## src/rtl/led_row_scan_mux.sv

```systemverilog
// led_row_scan_mux: N-row x M-column LED matrix scanner with a double-buffered
// frame. One row is lit at a time for DWELL cycles; rows advance in order and
// wrap at ROWS-1, which is the only point a newly loaded frame becomes visible.
// Optional build macro LED_SCAN_BLANK_EN inserts a dark BLANK interval of
// BLANK_CYCLES before every row to suppress ghosting.
//
// state | meaning
// IDLE  | scan stopped, matrix dark
// BLANK | dark gap before the current row (LED_SCAN_BLANK_EN only)
// SHOW  | current row lit with its column pattern
module led_row_scan_mux #(
    parameter int ROWS         = 7,
    parameter int COLS         = 5,
    parameter int DWELL        = 1000,
    parameter int BLANK_CYCLES = 50
) (
    input  logic                   clk,
    input  logic                   reset_n,
    input  logic                   enable,
    input  logic                   load_valid,
    input  logic [ROWS*COLS-1:0]   load_data,
    output logic [ROWS-1:0]        row_en,
    output logic [COLS-1:0]        col_data,
    output logic                   frame_done,
    output logic                   busy
);

    localparam int RW      = $clog2(ROWS);
    localparam int CNT_MAX = (DWELL > BLANK_CYCLES) ? DWELL : BLANK_CYCLES;
    localparam int CW      = (CNT_MAX > 1) ? $clog2(CNT_MAX) : 1;

`ifdef LED_SCAN_BLANK_EN
    typedef enum logic [1:0] {IDLE = 2'd0, BLANK = 2'd1, SHOW = 2'd2} state_t;
`else
    typedef enum logic [1:0] {IDLE = 2'd0, SHOW = 2'd2} state_t;
`endif

    state_t                 state_q, state_d;
    logic [RW-1:0]          row_q, row_d;
    logic [CW-1:0]          cnt_q, cnt_d;
    logic [ROWS*COLS-1:0]   active_q, active_d;
    logic [ROWS*COLS-1:0]   pending_q, pending_d;
    logic                   pending_valid_q, pending_valid_d;
    logic [ROWS-1:0]        row_en_q, row_en_d;
    logic [COLS-1:0]        col_data_q, col_data_d;
    logic                   frame_done_q, frame_done_d;
    logic                   busy_q, busy_d;
    logic                   swap;

    // Next-state, buffer management and registered-output precompute.
    always_comb begin
        state_d         = state_q;
        row_d           = row_q;
        cnt_d           = cnt_q;
        active_d        = active_q;
        pending_d       = pending_q;
        pending_valid_d = pending_valid_q;
        frame_done_d    = 1'b0;
        swap            = 1'b0;

        if (load_valid) begin
            pending_d       = load_data;
            pending_valid_d = 1'b1;
        end

        if (!enable) begin
            state_d = IDLE;
            row_d   = '0;
            cnt_d   = '0;
        end else begin
            case (state_q)
                IDLE: begin
                    swap  = 1'b1;
                    row_d = '0;
`ifdef LED_SCAN_BLANK_EN
                    state_d = BLANK;
                    cnt_d   = CW'(BLANK_CYCLES - 1);
`else
                    state_d = SHOW;
                    cnt_d   = CW'(DWELL - 1);
`endif
                end
`ifdef LED_SCAN_BLANK_EN
                BLANK: begin
                    if (cnt_q == '0) begin
                        state_d = SHOW;
                        cnt_d   = CW'(DWELL - 1);
                    end else begin
                        cnt_d = cnt_q - CW'(1);
                    end
                end
`endif
                SHOW: begin
                    if (cnt_q == '0) begin
                        if (row_q == RW'(ROWS - 1)) begin
                            row_d        = '0;
                            frame_done_d = 1'b1;
                            swap         = 1'b1;
                        end else begin
                            row_d = row_q + RW'(1);
                        end
`ifdef LED_SCAN_BLANK_EN
                        state_d = BLANK;
                        cnt_d   = CW'(BLANK_CYCLES - 1);
`else
                        cnt_d = CW'(DWELL - 1);
`endif
                    end else begin
                        cnt_d = cnt_q - CW'(1);
                    end
                end
                default: begin
                    state_d = IDLE;
                    row_d   = '0;
                    cnt_d   = '0;
                end
            endcase
        end

        // A load coinciding with the frame boundary bypasses pending so the
        // newest frame is the one shown.
        if (swap) begin
            if (load_valid) begin
                active_d        = load_data;
                pending_valid_d = 1'b0;
            end else if (pending_valid_q) begin
                active_d        = pending_q;
                pending_valid_d = 1'b0;
            end
        end

        row_en_d   = '0;
        col_data_d = '0;
        if (state_d == SHOW) begin
            row_en_d[row_d] = 1'b1;
            col_data_d      = active_d[row_d*COLS +: COLS];
        end
        busy_d = (state_d != IDLE);
    end

    // State, buffers and output registers.
    always_ff @(posedge clk or negedge reset_n) begin
        if (!reset_n) begin
            state_q         <= IDLE;
            row_q           <= '0;
            cnt_q           <= '0;
            active_q        <= '0;
            pending_q       <= '0;
            pending_valid_q <= 1'b0;
            row_en_q        <= '0;
            col_data_q      <= '0;
            frame_done_q    <= 1'b0;
            busy_q          <= 1'b0;
        end else begin
            state_q         <= state_d;
            row_q           <= row_d;
            cnt_q           <= cnt_d;
            active_q        <= active_d;
            pending_q       <= pending_d;
            pending_valid_q <= pending_valid_d;
            row_en_q        <= row_en_d;
            col_data_q      <= col_data_d;
            frame_done_q    <= frame_done_d;
            busy_q          <= busy_d;
        end
    end

    assign row_en     = row_en_q;
    assign col_data   = col_data_q;
    assign frame_done = frame_done_q;
    assign busy       = busy_q;

endmodule
```

## config.mk

```make
export PLATFORM = sky130hd
export DESIGN_NAME = led_row_scan_mux
export DESIGN_NICKNAME = d
export VERILOG_FILES = /design/src/rtl/led_row_scan_mux.sv
export SDC_FILE = /design/constraint.sdc
export NUM_CORES = 1
export LEC_CHECK = 0
export ABC_AREA = 1
export ABC_CLOCK_PERIOD_IN_PS = 2500
export BUFFER_PORTS_ARGS = -buffer_cell sky130_fd_sc_hd__buf_2
export CAP_MARGIN = 30
export CORE_ASPECT_RATIO = 1.25
export CORE_UTILIZATION = 59
export CTS_CLUSTER_SIZE = 28
export DETAILED_ROUTE_END_ITERATION = 7
export GPL_TIMING_DRIVEN = 0
export PLACE_DENSITY = 0.85
export SETUP_SLACK_MARGIN = 0.02
export SLEW_MARGIN = 20
export SYNTH_ARGS = -nofsm -noshare
export SYNTH_HDL_FRONTEND = slang
export SYNTH_SLANG_ARGS = --single-unit
```

## constraint.sdc

```tcl
create_clock -name clk -period 2.5 [get_ports clk]
set_clock_uncertainty 0.2 [all_clocks]
set_input_delay 0.25 -clock clk [delete_from_list [all_inputs] [get_ports clk]]
set_output_delay 0.25 -clock clk [all_outputs]
set_load 0.01 [all_outputs]
```

Yosys cells after proc, flatten, opt, wreduce, memory -nomap -nowiden:

Index checks and enable logic that the tools add are counted.

* $add $sub $neg: 2
* multiply operators: 1
* $lt $le $gt $ge: 2
* equal/unequal tests: 3
* shifts and indexed selects: 1
* multiplexer cells: 26
* reductions and logical operators: 4

Operators with widths (count)
* 2-to-1 mux 35 bit: 3
* indexed part select 35 x 7 -> 5 bit: 1
* 2-to-1 mux 10 bit: 2
* case mux 10 bit (2 select lines): 1
* 2-to-1 mux 3 bit: 4
* zero test 10 bit: 1
* 2-to-1 mux 1 bit: 10
* subtractor 10 x 1 -> 10 bit, second input constant: 1
* 2-to-1 mux 7 bit: 1
* multiplier 3 x 3 -> 6 bit, second input constant: 1
* 2-to-1 mux 5 bit: 1
* == test 2 bit, second input constant: 2
* < comparator 3 x 4 -> 1 bit, second input constant: 1
* case mux 2 bit (2 select lines): 1
* adder 3 x 1 -> 3 bit, second input constant: 1
* demux 1 bit (select 3 bit): 1
* == test 3 bit, second input constant: 1
* >= comparator 3 x 1 -> 1 bit, second input constant: 1
* zero test 2 bit: 1
* 2-to-1 mux 2 bit: 1
* case mux 1 bit (2 select lines): 1
* nonzero test 2 bit: 1
* logical AND 1 bit: 1

* register bits: 100
* bits of input ports: 39

Logic depth before layout (Yosys ltp):

* depth in word-level cells: 10
* depth in mapped cells: 16
* mapped depth without buffers: 16

Worst setup path after synthesis:

Ideal clock, no wire load.

* path kind: register -> register
* start point: register cnt_q[0]
* end point: register col_data_q[2] (netlist: col_data[2])
* library setup time: 0.120 ns
* arrival time: 1.592 ns
* data required time: 2.180 ns
* path slack: 0.588 ns
* cell stages (with the launch flop): 15
* cells stage by stage: dfrtp_1 -> inv_1 -> ha_1 -> nand2_2 -> nor2_4 -> nand3_2 -> nand2_2 -> nand2_4 -> inv_2 -> buf_4 -> or2_2 -> nand3_1 -> nand2_1 -> nand2_1 -> nor2_2

* word-level cells in the longest chain between the ends: 7
* elaborated cells between the ends (all ways): 11

RTL lines
* start: declaration: RTL line 40 `logic [CW-1:0] cnt_q, cnt_d;`
* start signal: assignment: RTL line 157 `cnt_q <= cnt_d;`
* zero test 10 bit (*): RTL line 94 `if (cnt_q == '0) begin`
* 2-to-1 mux 3 bit / 2-to-1 mux 1 bit (equally long branches): RTL line 94
* 2-to-1 mux 3 bit / case mux 1 bit (2 select lines) (equally long branches): RTL line 71 `case (state_q)`
* 2-to-1 mux 3 bit / 2-to-1 mux 1 bit (equally long branches): RTL line 66 `if (!enable) begin`
* multiplier 3 x 3 -> 6 bit / 2-to-1 mux 35 bit (equally long branches): RTL line 136, 122
* indexed part select 35 x 7 -> 5 bit (*): RTL line 136 `col_data_d = active_d[row_d*COLS +: COLS];`
* 2-to-1 mux 5 bit (*): RTL line 134 `if (state_d == SHOW) begin`
* via col_data_d[2]: RTL line 45 `logic [COLS-1:0] col_data_q, col_data_d;`
* end signal: assignment: RTL line 162 `col_data_q <= col_data_d;`
* end: declaration: RTL line 45

The timed path passes the listed nets; every way through them passes the cells marked *.
A chain may end at the register's enable or synchronous reset.

Worst setup path after layout:

* start point: register cnt_q[0]
* end point: register col_data_q[0] (netlist: col_data[0])

The elaborated chain is that of the path after synthesis.

==> impl_metrics.py <==
metrics = {
    "outcome": {
        "status": "finished, final reports clean",
    },
    "clocking": {
        "holdBufCountCts": 36,
        "cts_tree": "yes",
        "clk_path_buf_depth": 2,
        "cts_resized": 0,
        "clkTransAtPathRegs_ns": 0.09,
        "ctsRootBufferMaster": "clkbuf_8",
        "h-tree-depth": 3,
        "post_cts_buffers": 0,
        "clk_latency_ns": 0.39,
        "cts_buffers": 9,
        "cts_sinks": 99,
    },
    "yosys": {
        "ys_ff_latch": 99,
        "ys_async_sr_fraction_pct": 100,
        "synth_top_cell_by_area": "dfrtp_1",
        "synthCells": 661,
        "synth_flop_cell": "dfrtp_1",
        "yosysSeqAreaShare_pct": 48.6,
        "syn_area_um2": 5100,
        "synthTopCellsByCount": "223 x nand2_1, 99 x dfrtp_1, 73 x inv_1",
        "synth_edf_count": 0,
        "synth_area_leaders": "dfrtp_1 49%, nand2_1 16%, o21ai_0 5.4%",
        "synth_top_area_share_pct": 48.6,
        "synth_area_per_cell_um2": 7.72,
        "yosysWarnings": 0,
        "yosysMostFrequentCell": "nand2_1",
        "syn-num-nets": 702,
        "ys_types": 33,
    },
    "floorplan": {
        "placeableCoreArea_um2": 8290,
        "die_x_um": 85.2,
        "die_h_um": 106,
        "initial_core_util_pct": 61.5,
        "row_count": 37,
        "io_pins": 53,
        "dieArea_um2": 9020,
    },
    "power": {
        "leakage_nw": 3.27,
        "peakVddDrop_uv": 423,
        "powerDensity_nw_per_um2": 603,
    },
    "global_route": {
        "grt_max_degree": 68,
        "grt_pass1_wl_um": 21500,
        "grt_pass1_vias": 4719,
        "grtUsageTotal_pct": 31.0,
        "grt_antenna_before_repair": 0,
        "grt_overflow": 0,
    },
    "worst_setup_path": {
        "crit_start": "cnt_q[0]",
        "worstSetupEndpointType": "flop",
        "crit_path_end": "col_data[0]",
        "crit_required_ns": 2.57,
        "startpoint_type": "flop",
        "r2r-start": "cnt_q[0]",
        "crit_type": "flop to flop",
        "crit_fanout": 6,
        "worst_r2r_path_depth": 13,
        "critPathArrivalTime_ns": 2.35,
        "regToRegSetupSlack_ns": 0.22,
        "cpMostUsedCell": "nand2_1",
        "slowest_delay_ns": 0.39,
        "critPathSlowestCell": "dfrtp_1",
        "path_cells": "inv_1 -> ha_1 -> nand2_2 -> nor2_4 -> nand3_1 -> nand2_1 -> nand3_1 -> nor2_1 -> nand2_1 -> nand2_1 -> nor2_1 -> nand2_1 -> nor2_1",
        "timing.rr.end": "col_data[0]",
    },
    "detailed_routing": {
        "wl_per_cell_um": 15.1,
        "via_per_inst": 5.45,
        "vias": 4701,
        "ant_nets": 0,
        "dr.first_iter.drc_count": 401,
        "first_pass_iters": 6,
        "wl_um": 13000,
        "drcViolationCount": 0,
    },
    "sta": {
        "max_clock_freq_ghz": 0.439,
        "period_minus_slack_ns": 2.28,
        "rsz0062_at_grt": "no",
        "final-setup-viol-count": 0,
        "period_share_pct": 91.1,
        "hold_violations": 0,
        "slew_headroom_pct": 60.9,
        "timing.hold.ws_ns": 0.117,
        "finalMaxSlewViolations": 0,
        "worst_pin_slew_ns": 0.587,
    },
    "placed_design": {
        "routabilityCongestion": 0.887,
        "dp_hpwl_um": 8950,
        "port_buffers": 52,
    },
    "final_layout": {
        "syn2layout_area_growth_pct": 19.2,
        "diodes": 0,
        "final_util_pct": 73.4,
        "nNetsFinal": 802,
        "drive_gt1_share_pct": 15.9,
    },
    "worst_hold_path": {
        "min_path_type": "primary input to asynchronous set/reset pin",
    },
    "run": {
        "maxCapViolations": 0,
    },
}
-- kinds of logic after synthesis --
group           share of synthesized area, %
fa+ha+maj                              0.491
flops                                   48.6
compound gates                          12.3
simple gates                            28.7
buf+inv                                 9.42
other cells                           0.0735
xor+xnor                               0.515
-- placed cells by master (no fill, tap or decap), types with 4 or more instances in the layout --
cell type,n
a21boi_0,11
a21oi_1,21
and2_1,5
buf_2,60
buf_4,4
buf_6,6
clkbuf_1,14
clkbuf_8,11
dfrtp_1,99
dlygate4sd3_1,36
inv_1,73
inv_2,7
nand2_1,223
nand2_2,6
nand3_1,44
nand3_2,4
nand4_1,6
nor2_1,27
nor2_2,4
o21a_1,10
o21ai_0,55
o21ai_1,5
o21ai_2,5
or2_2,6
-- cell type report --
type                    count  area [um^2]
well taps                  97          121
multi-input cells         451         2140
clock buffers              13          159
flip-flops and latches     99         2480
fillers                   612         2210
plain buffers              31          180
inverters                  80          300
clock inverters             3         46.3
repair buffers             89          654
-- flip-flops by register name, summed over array words and instances, names as in the netlist --
| signal | count |
|---|---|
| active_q | 35 |
| busy | 1 |
| cnt_q | 10 |
| col_data | 5 |
| frame_done | 1 |
| pending_q | 35 |
| pending_valid_q | 1 |
| row_en | 7 |
| row_q | 3 |
| state_q | 1 |
-- per-stage QoR --
stage / area [um^2] / std cells / total power [mW] / setup WS, ns / TNS [ns]
final: 6080 / 863 / 3.67 / 0.223 / 0
after global routing: 6080 / 863 / 3.83 / 0.0589 / 0
after CTS: 6080 / 863 / 3.66 / 0.247 / 0
after detailed placement: 5520 / 811 / 2.56 / 0.275 / 0
after global placement: 5480 / 810 / 2.51 / -0.000522 / -0.00355
after floorplan: 5100 / 661 / 2.33 / 0.588 / 0
-- power breakdown --
part | internal [mW] | switching [mW] | total [mW]
registers | 1.77 | 0.0815 | 1.85
logic | 0.284 | 0.449 | 0.733
clock network | 0.521 | 0.561 | 1.08
total | 2.58 | 1.09 | 3.67
-- metal layers --
| metal | wire length, um | share of wire, % | track usage [%] |
|---|---|---|---|
| met1 | 5250 | 40 | 37.2 |
| met2 | 6640 | 51 | 53.5 |
| met3 | 645 | 4.9 | 3.65 |
| met4 | 503 | 3.9 | 18.4 |
| met5 | 0 | 0 | 0 |
-- worst max-delay path, delay by kind of cell, from the launching register on --
kind / cells / cell delay [ns]
simple gates: 11 / 1.29
buf+inv: 1 / 0.11
fa+ha+maj: 1 / 0.19
flops: 1 / 0.39
-- how the worst min path moves through the flow --
stage                       startpoint             to  slack [ns]  cells after the start
after detailed placement       reset_n  pending_q[18]       -0.04                      1
after CTS                       enable       cnt_q[7]        0.11                      5
after global routing            enable       cnt_q[8]        0.14                      5
after global placement    pending_q[4]   pending_q[4]        0.25                      2
final                          reset_n  pending_q[18]        0.12                      2
after floorplan                reset_n    active_q[0]       -0.25                      0
Note: power is estimated with default switching activity, not from simulation.
